File: src/rtl/memory_bist_pkg.sv
// Shared types and defaults for the memory BIST initiator: state encoding,
// default geometry and the address/seed data pattern.
package memory_bist_pkg;

  localparam int BIST_ADDR_W = 10;
  localparam int BIST_DATA_W = 8;

  typedef enum logic [2:0] {
    IDLE,
    W0,
    R0,
    W1,
    R1,
    DONE
  } bist_state_t;

  // Callers keep the low DATA_W bits; wide operands let one function serve
  // every ADDR_W/DATA_W pairing.
  function automatic logic [31:0] bist_pat(input logic [31:0] addr, input logic [31:0] seed);
    return addr ^ seed;
  endfunction

endpackage

File: src/rtl/memory_bist.sv
// Memory BIST initiator: writes a seeded pattern to every address, reads it back
// and reports pass/first failing address. MEMORY_BIST_INV_PASS_EN adds inverse W1/R1 phases.
module memory_bist
  import memory_bist_pkg::*;
#(
  parameter int ADDR_W = BIST_ADDR_W,
  parameter int DATA_W = BIST_DATA_W
) (
  input  logic              clock,
  input  logic              reset,
  input  logic              start,
  input  logic [DATA_W-1:0] seed,
  output logic              busy,
  output logic              done,
  output logic              pass,
  output logic [ADDR_W-1:0] fail_addr,
  output logic              mem_wrEna,
  output logic [DATA_W-1:0] mem_wrData,
  output logic [ADDR_W-1:0] mem_wrAddr,
  output logic [ADDR_W-1:0] mem_rdAddr,
  input  logic [DATA_W-1:0] mem_rdData
);

  // Handshake: start is a level sampled only in IDLE; done is a one-cycle pulse
  // and pass/fail_addr are valid from that cycle until the next accepted start.

  bist_state_t       state;
  logic [ADDR_W-1:0] addr;
  logic [DATA_W-1:0] seed_q;
  logic [31:0]       pat_full;
  logic [DATA_W-1:0] pat;
  logic [DATA_W-1:0] exp_data;
  logic              last_addr;
  logic              mismatch;
  logic              unused_pat;

  assign pat_full   = bist_pat(32'(addr), 32'(seed_q));
  assign pat        = pat_full[DATA_W-1:0];
  assign unused_pat = ^pat_full[31:DATA_W];
  assign last_addr  = (addr == {ADDR_W{1'b1}});

  // Memory port decode depends only on registered state, addr and seed_q.
  always_comb begin
    mem_wrEna  = 1'b0;
    mem_wrData = '0;
    mem_wrAddr = '0;
    mem_rdAddr = '0;
    exp_data   = pat;
    mismatch   = 1'b0;
    case (state)
      W0: begin
        mem_wrEna  = 1'b1;
        mem_wrAddr = addr;
        mem_wrData = pat;
      end
      R0: mem_rdAddr = addr;
`ifdef MEMORY_BIST_INV_PASS_EN
      W1: begin
        mem_wrEna  = 1'b1;
        mem_wrAddr = addr;
        mem_wrData = ~pat;
      end
      R1: begin
        mem_rdAddr = addr;
        exp_data   = ~pat;
      end
`endif
      default: ;
    endcase
    mismatch = ((state == R0) || (state == R1)) && (mem_rdData != exp_data);
  end

  always_ff @(posedge clock or posedge reset) begin
    if (reset) begin
      state     <= IDLE;
      addr      <= '0;
      seed_q    <= '0;
      busy      <= 1'b0;
      done      <= 1'b0;
      pass      <= 1'b0;
      fail_addr <= '0;
    end else begin
      done <= 1'b0;
      case (state)
        IDLE: begin
          if (start) begin
            seed_q    <= seed;
            pass      <= 1'b1;
            fail_addr <= '0;
            addr      <= '0;
            busy      <= 1'b1;
            state     <= W0;
          end
        end
        W0: begin
          addr <= addr + 1'b1;
          if (last_addr) state <= R0;
        end
        R0: begin
          addr <= addr + 1'b1;
          if (mismatch) begin
            pass      <= 1'b0;
            fail_addr <= addr;
            addr      <= '0;
            done      <= 1'b1;
            state     <= DONE;
          end else if (last_addr) begin
`ifdef MEMORY_BIST_INV_PASS_EN
            state <= W1;
`else
            done  <= 1'b1;
            state <= DONE;
`endif
          end
        end
`ifdef MEMORY_BIST_INV_PASS_EN
        W1: begin
          addr <= addr + 1'b1;
          if (last_addr) state <= R1;
        end
        R1: begin
          addr <= addr + 1'b1;
          if (mismatch) begin
            pass      <= 1'b0;
            fail_addr <= addr;
            addr      <= '0;
            done      <= 1'b1;
            state     <= DONE;
          end else if (last_addr) begin
            done  <= 1'b1;
            state <= DONE;
          end
        end
`endif
        DONE: begin
          busy  <= 1'b0;
          state <= IDLE;
        end
        default: begin
          busy  <= 1'b0;
          state <= IDLE;
        end
      endcase
    end
  end

endmodule
File: config.mk
export PLATFORM = sky130hd
export DESIGN_NAME = memory_bist
export DESIGN_NICKNAME = d
export VERILOG_FILES = /design/src/rtl/memory_bist_pkg.sv /design/src/rtl/memory_bist.sv
export SDC_FILE = /design/constraint.sdc
export NUM_CORES = 1
export LEC_CHECK = 0
export CAP_MARGIN = 5
export CORE_ASPECT_RATIO = 0.75
export CORE_MARGIN = 1
export CORE_UTILIZATION = 35
export CTS_BUF_LIST = sky130_fd_sc_hd__clkbuf_4
export DETAILED_ROUTE_END_ITERATION = 10
export GPL_TIMING_DRIVEN = 0
export PLACE_DENSITY = 0.67
export SLEW_MARGIN = 10
export SYNTH_ARGS = -nofsm -noshare
export SYNTH_HDL_FRONTEND = slang
export SYNTH_SLANG_ARGS = --single-unit
File: constraint.sdc
create_clock -name clock -period 1.7 [get_ports clock]
set_input_delay 0.255 -clock clock [delete_from_list [all_inputs] [get_ports clock]]
set_output_delay 0.255 -clock clock [all_outputs]
set_load 0.02 [all_outputs]
==> results.py, run 1 <==
metrics = {
    "run_status": {
        "status": "finished with violations",
        "violations": "setup timing",
    },
    "floorplan": {
        "start_util": 0.364,
        "io-pin-count": 61,
        "core_sq_mm": 0.00583,
        "die_h_microns": 69.4,
        "fp-row-count": 24,
        "die-area_sq_mm": 0.00637,
        "die_w_microns": 91.8,
    },
    "synthesis": {
        "synth_seq_area_share": 0.402,
        "syn_avg_cell_area_sq_um": 11.0,
        "ys_ff_latch": 34,
        "synth.area.top_cells": "dfrtp_1 40%, xnor3_1 8.5%, mux2_4 7.1%",
        "synthCells": 192,
        "synth_top_area_frac": 0.402,
        "ys.warnings.count": 0,
        "synth_top_cell_by_area": "dfrtp_1",
        "syn_area_sq_mm": 0.00212,
        "synth.distinct_cells": 41,
        "synth_nets": 212,
    },
    "timing": {
        "timing.final.ws_setup_ps": -297,
        "drv_slew": 0,
        "setup_viol": 44,
        "fin_tns_setup_ps": -6850,
        "min_period_ps": 2000,
        "finalClockSkew_ps": 7.61,
        "rsz0062_at_grt": "true",
        "max_freq_mhz": 501,
        "max-slew-margin-rel": 0.511,
        "tightest_slew_ps": 732,
        "finalHoldViolCount": 0,
        "fin_crit_sh": 1.17,
    },
    "finish": {
        "final_common_cell": "buf_6",
        "postLayoutCoreUtil": 0.619,
        "diodes": 0,
        "most-common-layout-cells": "43 x buf_6, 32 x dfrtp_1, 31 x clkdlybuf4s50_1",
        "finalNetCount": 314,
        "syn_to_final_growth_pct": 70.2,
        "drive_above_1_share": 0.548,
        "fillers": 454,
        "final_design_area_no_fill_sq_mm": 0.00361,
    },
    "worst_setup_path": {
        "end_kind": "output port",
        "reg2reg_slack_ps": -130,
        "cp_max_fo": 5,
        "crit_required_ps": 1440,
        "reg2reg_depth": 6,
        "rr_startpoint": "state[0]",
        "cp.arrival_ps": 1740,
        "crit_type": "reg2out",
        "start_kind": "register",
        "timing.rr.end": "addr[9]",
    },
    "routing": {
        "drtPass1Iterations": 4,
        "ant_nets": 0,
        "vias": 1893,
        "routed_via_density": 5.09,
        "drtIter0Drc": 82,
        "wirelength_mm": 6.72,
        "remaining_drc_errors": 0,
        "routedWlPerCell_microns": 18.1,
    },
    "global_route": {
        "antenna_found_initial": 0,
        "grt_pass1_vias": 1913,
        "grt_pass1_wl_mm": 9.87,
        "grt-ovfl-total": 0,
        "grt_usage": 0.207,
        "grt_max_degree": 35,
    },
    "placement": {
        "placed_cell_area_sq_mm": 0.00287,
        "dp_hpwl_mm": 3.85,
        "dp_slack_ps": -804,
        "portBuffers": 60,
        "place.gp.congestion": 0.813,
    },
    "clock_tree": {
        "cts_buffer_depth": 2,
        "path_clk_slew_ps": 110,
        "cts-htree-levels": 2,
        "hold_buffers": 0,
        "cts_buffers": 5,
        "cts_tree": "done",
        "clk_latency_ps": 340,
        "clock-root-buffer": "clkbuf_4",
        "cts.sinks": 34,
    },
    "flow_run": {
        "drv_cap": 0,
    },
    "power": {
        "power_density_mw_per_mm2": 1030,
        "ir_drop_mv": 0.689,
        "p_leak_nw": 1.66,
        "finalPower_w": 0.00370,
    },
    "hold_path": {
        "min_path_type": "in2async",
    },
}
-- synth_stat cells --
library cell,count
and3_1,12
and2_1,13
ha_1,1
and4_1,1
dfrtp_1,34
nor2b_1,10
a211oi_1,1
or4_1,1
a31oi_1,1
xnor2_1,10
nor2_1,11
and4_4,1
mux2_2,8
xnor3_1,8
nor3_1,8
mux2i_1,1
a211oi_2,1
nor3b_2,1
buf_6,1
buf_12,1
buf_2,6
o31ai_1,1
and2b_1,1
a21oi_1,4
nor4_1,2
o21bai_1,2
clkbuf_1,3
o21ai_0,2
a21oi_4,1
buf_4,5
mux2_4,10
a21o_1,1
nand2_1,7
or3_1,4
a31o_2,1
inv_1,4
xor2_1,4
a311oi_1,1
nand3_1,3
nand4_1,4
clkbuf_2,1
-- kinds of logic after synthesis --
group	Yosys count	share of synthesized area
AOI/OAI and AO/OA	16	0.0567
and+or+nand+nor	79	0.213
adders and majority gates	1	0.00591
DFF	34	0.402
xor gates and xnor gates	22	0.143
muxes	19	0.118
buffers and inverters	21	0.0614
-- registers in the layout (all words and copies together) (netlist names) --
name,cells
state,3
fail_addr,10
done,1
seed_q,8
addr,10
busy,1
pass,1
-- metal layers --
| metal | share of wire | up-vias | track usage |
|---|---|---|---|
| met5 | 0 | - | 0 |
| met4 | 0.012 | 0 | 0.0677 |
| met1 | 0.45 | 953 | 0.276 |
| met3 | 0.051 | 9 | 0.0537 |
| met2 | 0.49 | 62 | 0.329 |
| li1 | - | 869 | - |
-- through the flow --
step | std cells | hold slack (ps)
2_1_floorplan | 192 | 397
4_1_cts | 362 | 393
5_1_grt | 372 | 413
3_5_place_dp | 330 | 535
3_3_place_gp | 330 | 525
6_report | 372 | 355
-- area by class of cell --
type                            instances  area, sq um  area share
Timing Repair Buffer                   97          988       0.274
Tap cell                               78         97.6      0.0271
Clock inverter                          2         10.0     0.00278
Inverter                                4         22.5     0.00625
Buffer                                 15          190      0.0527
Sequential cell                        34          853       0.237
Multi-Input combinational cell        137         1410       0.390
Clock buffer                            5         37.5      0.0104
-- timing repair --
| action | 4_1_cts | 5_1_grt |
|---|---|---|
| endpoints found under the hold margin | 0 | 0 |
| cloned | 5 | 1 |
| buffers inserted | 20 | 13 |
| resized for setup | 211 | 63 |
| pin swaps | 14 | 20 |
| endpoints found under the setup margin | 57 | 57 |
-- critical path: stages, from the launching register on --
cell and delay, ps:
dfrtp_1 420, or3_4 410, buf_8 150, inv_8 60, buf_6 110, and2_4 140
buf_6 110
-- power by group --
part | total, W | leakage (nW) | switching (W) | internal [W]
Combinational | 0.00228 | 1.20 | 0.00107 | 0.00121
Sequential | 0.000996 | 0.429 | 0.0000760 | 0.000920
Clock | 0.000427 | 0.0308 | 0.000279 | 0.000149
Total | 0.00370 | 1.66 | 0.00142 | 0.00228
-- worst max-delay path by stage --
stage	cells after the start	end	from
after global routing	6	mem_wrAddr[8]	state[1]
final	6	mem_wrAddr[8]	state[1]
after detailed placement	6	addr[1]	start
after floorplan	6	mem_wrAddr[0]	state[1]
after global placement	6	addr[1]	start
after CTS	7	mem_wrAddr[4]	state[1]
No activity file was read; power rests on OpenSTA's default activity.
==> inputs of run 2 (changes only) <==
--- a/config.mk
+++ b/config.mk
@@ -11,7 +11,6 @@
 export CORE_UTILIZATION = 35
 export CTS_BUF_LIST = sky130_fd_sc_hd__clkbuf_4
 export DETAILED_ROUTE_END_ITERATION = 10
-export GPL_TIMING_DRIVEN = 0
 export PLACE_DENSITY = 0.67
 export SLEW_MARGIN = 10
 export SYNTH_ARGS = -nofsm -noshare
==> run 2 against run 1 <==
  * The run still ends with setup timing left
  * Sequential cell count unchanged
  * Global-route usage up 0.16 points
  * Worst setup slack better by 120 ps
  * Clock-buffer cell count up 1
==> results.py, run 2 (synthesis gave the netlist of run 1 again) <==
metrics = {
    "run_status": {
        "status": "finished with violations",
        "violations": "setup timing",
    },
    "power": {
        "power_density_mw_per_mm2": 993,
        "p_leak_nw": 1.71,
        "ir_drop_mv": 0.535,
        "finalPower_w": 0.00355,
    },
    "floorplan": {
        "die-area_sq_mm": 0.00637,
        "die_w_microns": 91.8,
        "start_util": 0.364,
        "die_h_microns": 69.4,
        "fp-row-count": 24,
        "core_sq_mm": 0.00583,
        "io-pin-count": 61,
    },
    "global_route": {
        "grt_pass1_vias": 1966,
        "antenna_found_initial": 0,
        "grt-ovfl-total": 0,
        "grt_usage": 0.208,
        "grt_pass1_wl_mm": 10.0,
        "grt_max_degree": 35,
    },
    "clock_tree": {
        "path_clk_slew_ps": 110,
        "clock-root-buffer": "clkbuf_4",
        "hold_buffers": 0,
        "cts.sinks": 34,
        "cts_tree": "done",
        "cts_buffer_depth": 2,
        "cts_buffers": 5,
        "cts-htree-levels": 2,
        "clk_latency_ps": 330,
    },
    "finish": {
        "final_common_cell": "buf_4",
        "finalNetCount": 332,
        "fillers": 472,
        "final_design_area_no_fill_sq_mm": 0.00358,
        "register_area_sq_um": 856,
        "top_regs": "addr: 10 flops, fail_addr: 10 flops, seed_q: 8 flops",
        "diodes": 0,
        "syn_to_final_growth_pct": 68.9,
        "multiInputGateArea_sq_mm": 0.00132,
        "fin_cells": 391,
        "most-common-layout-cells": "61 x buf_4, 31 x clkdlybuf4s50_1, 30 x dfrtp_1",
        "drive_above_1_share": 0.546,
    },
    "worst_setup_path": {
        "max_stage_delay_ps": 440,
        "end_kind": "output port",
        "crit_required_ps": 1440,
        "start_kind": "register",
        "crit_type": "reg2out",
        "cp_slowest_cell": "or3_4",
        "cp_max_fo": 9,
        "cp.arrival_ps": 1620,
        "path_cells": "or3_4 > buf_6 > nor2_1 > buf_4",
    },
    "timing": {
        "min_period_ps": 1880,
        "fin_crit_sh": 1.10,
        "timing.final.ws_setup_ps": -176,
        "max_freq_mhz": 533,
        "finalClockSkew_ps": 11.0,
        "finalHoldViolCount": 0,
        "setup_viol": 37,
        "tightest_slew_ps": 447,
        "drv_slew": 0,
        "rsz0062_at_grt": "true",
        "max-slew-margin-rel": 0.702,
    },
    "placement": {
        "dp.cells": 361,
        "place.gp.congestion": 0.864,
        "portBuffers": 60,
        "dp_hpwl_mm": 4.30,
        "placed_cell_area_sq_mm": 0.00311,
    },
    "routing": {
        "drtPass1Iterations": 4,
        "ant_nets": 0,
        "routed_via_density": 4.96,
        "drtIter0Drc": 66,
        "vias": 1940,
        "routedWlPerCell_microns": 16.7,
        "remaining_drc_errors": 0,
        "wirelength_mm": 6.52,
    },
    "hold_path": {
        "min_path_type": "in2async",
    },
    "flow_run": {
        "drv_cap": 0,
    },
}
[run 2: cell type report]
class | count | share of cell area
Multi-Input combinational cell | 137 | 0.369
Timing Repair Buffer | 129 | 0.342
Sequential cell | 34 | 0.239
Tap cell | 78 | 0.0273
Clock buffer | 6 | 0.0126
Inverter | 4 | 0.00490
Clock inverter | 2 | 0.00245
Timing Repair inverter | 1 | 0.00210
[run 2: worst paths after layout]
check                           startpoint            end  slack (ps)  cells after the start
worst min register to register        pass           pass         540                      2
max in group asynchronous            reset        addr[5]        1050                      3
worst max-delay path              state[1]  mem_wrData[2]        -180                      4
worst min-delay path                 reset   fail_addr[3]         310                      3
min in group clock                 seed[5]      seed_q[5]         520                      2
worst max register to register     addr[1]        addr[9]        -150                      5
[run 2: metal layers]
metal	track usage	vias up	routed length, microns
met4	0.0694	0	139
met2	0.327	70	3040
met3	0.0570	14	340
met1	0.281	949	3010
li1	-	907	-
met5	0	-	0
[run 2: through the flow]
step	hold slack, ps	TNS [ps]	worst slack [ps]	util
6_report	310	-4000	-176	0.614
5_1_grt	350	-6370	-231	0.614
4_1_cts	326	-3800	-167	0.573
3_5_place_dp	533	-14350	-372	0.533
3_3_place_gp	533	-13250	-356	0.533
2_1_floorplan	397	-204	-22.7	-
[run 2: timing repair]
action / in CTS / in global routing
gates resized for setup: 192 / 32
buffers inserted: 8 / 12
pin swaps: 13 / 14
endpoints found under the setup margin: 44 / 45
cloned: 2 / 1
[run 2: where the power goes]
part	leakage [nW]	total [W]	switching (W)	internal (W)
sequential	0.427	0.00107	0.000148	0.000926
combinational	1.25	0.00204	0.000912	0.00112
clock	0.0331	0.000442	0.000270	0.000171
total	1.71	0.00355	0.00133	0.00222
[run 2: critical path: cells and delay by family, from the launching register on]
| kind | cells | cell delay [ps] |
|---|---|---|
| buf+inv | 2 | 330 |
| flops | 1 | 390 |
| simple gates | 2 | 570 |
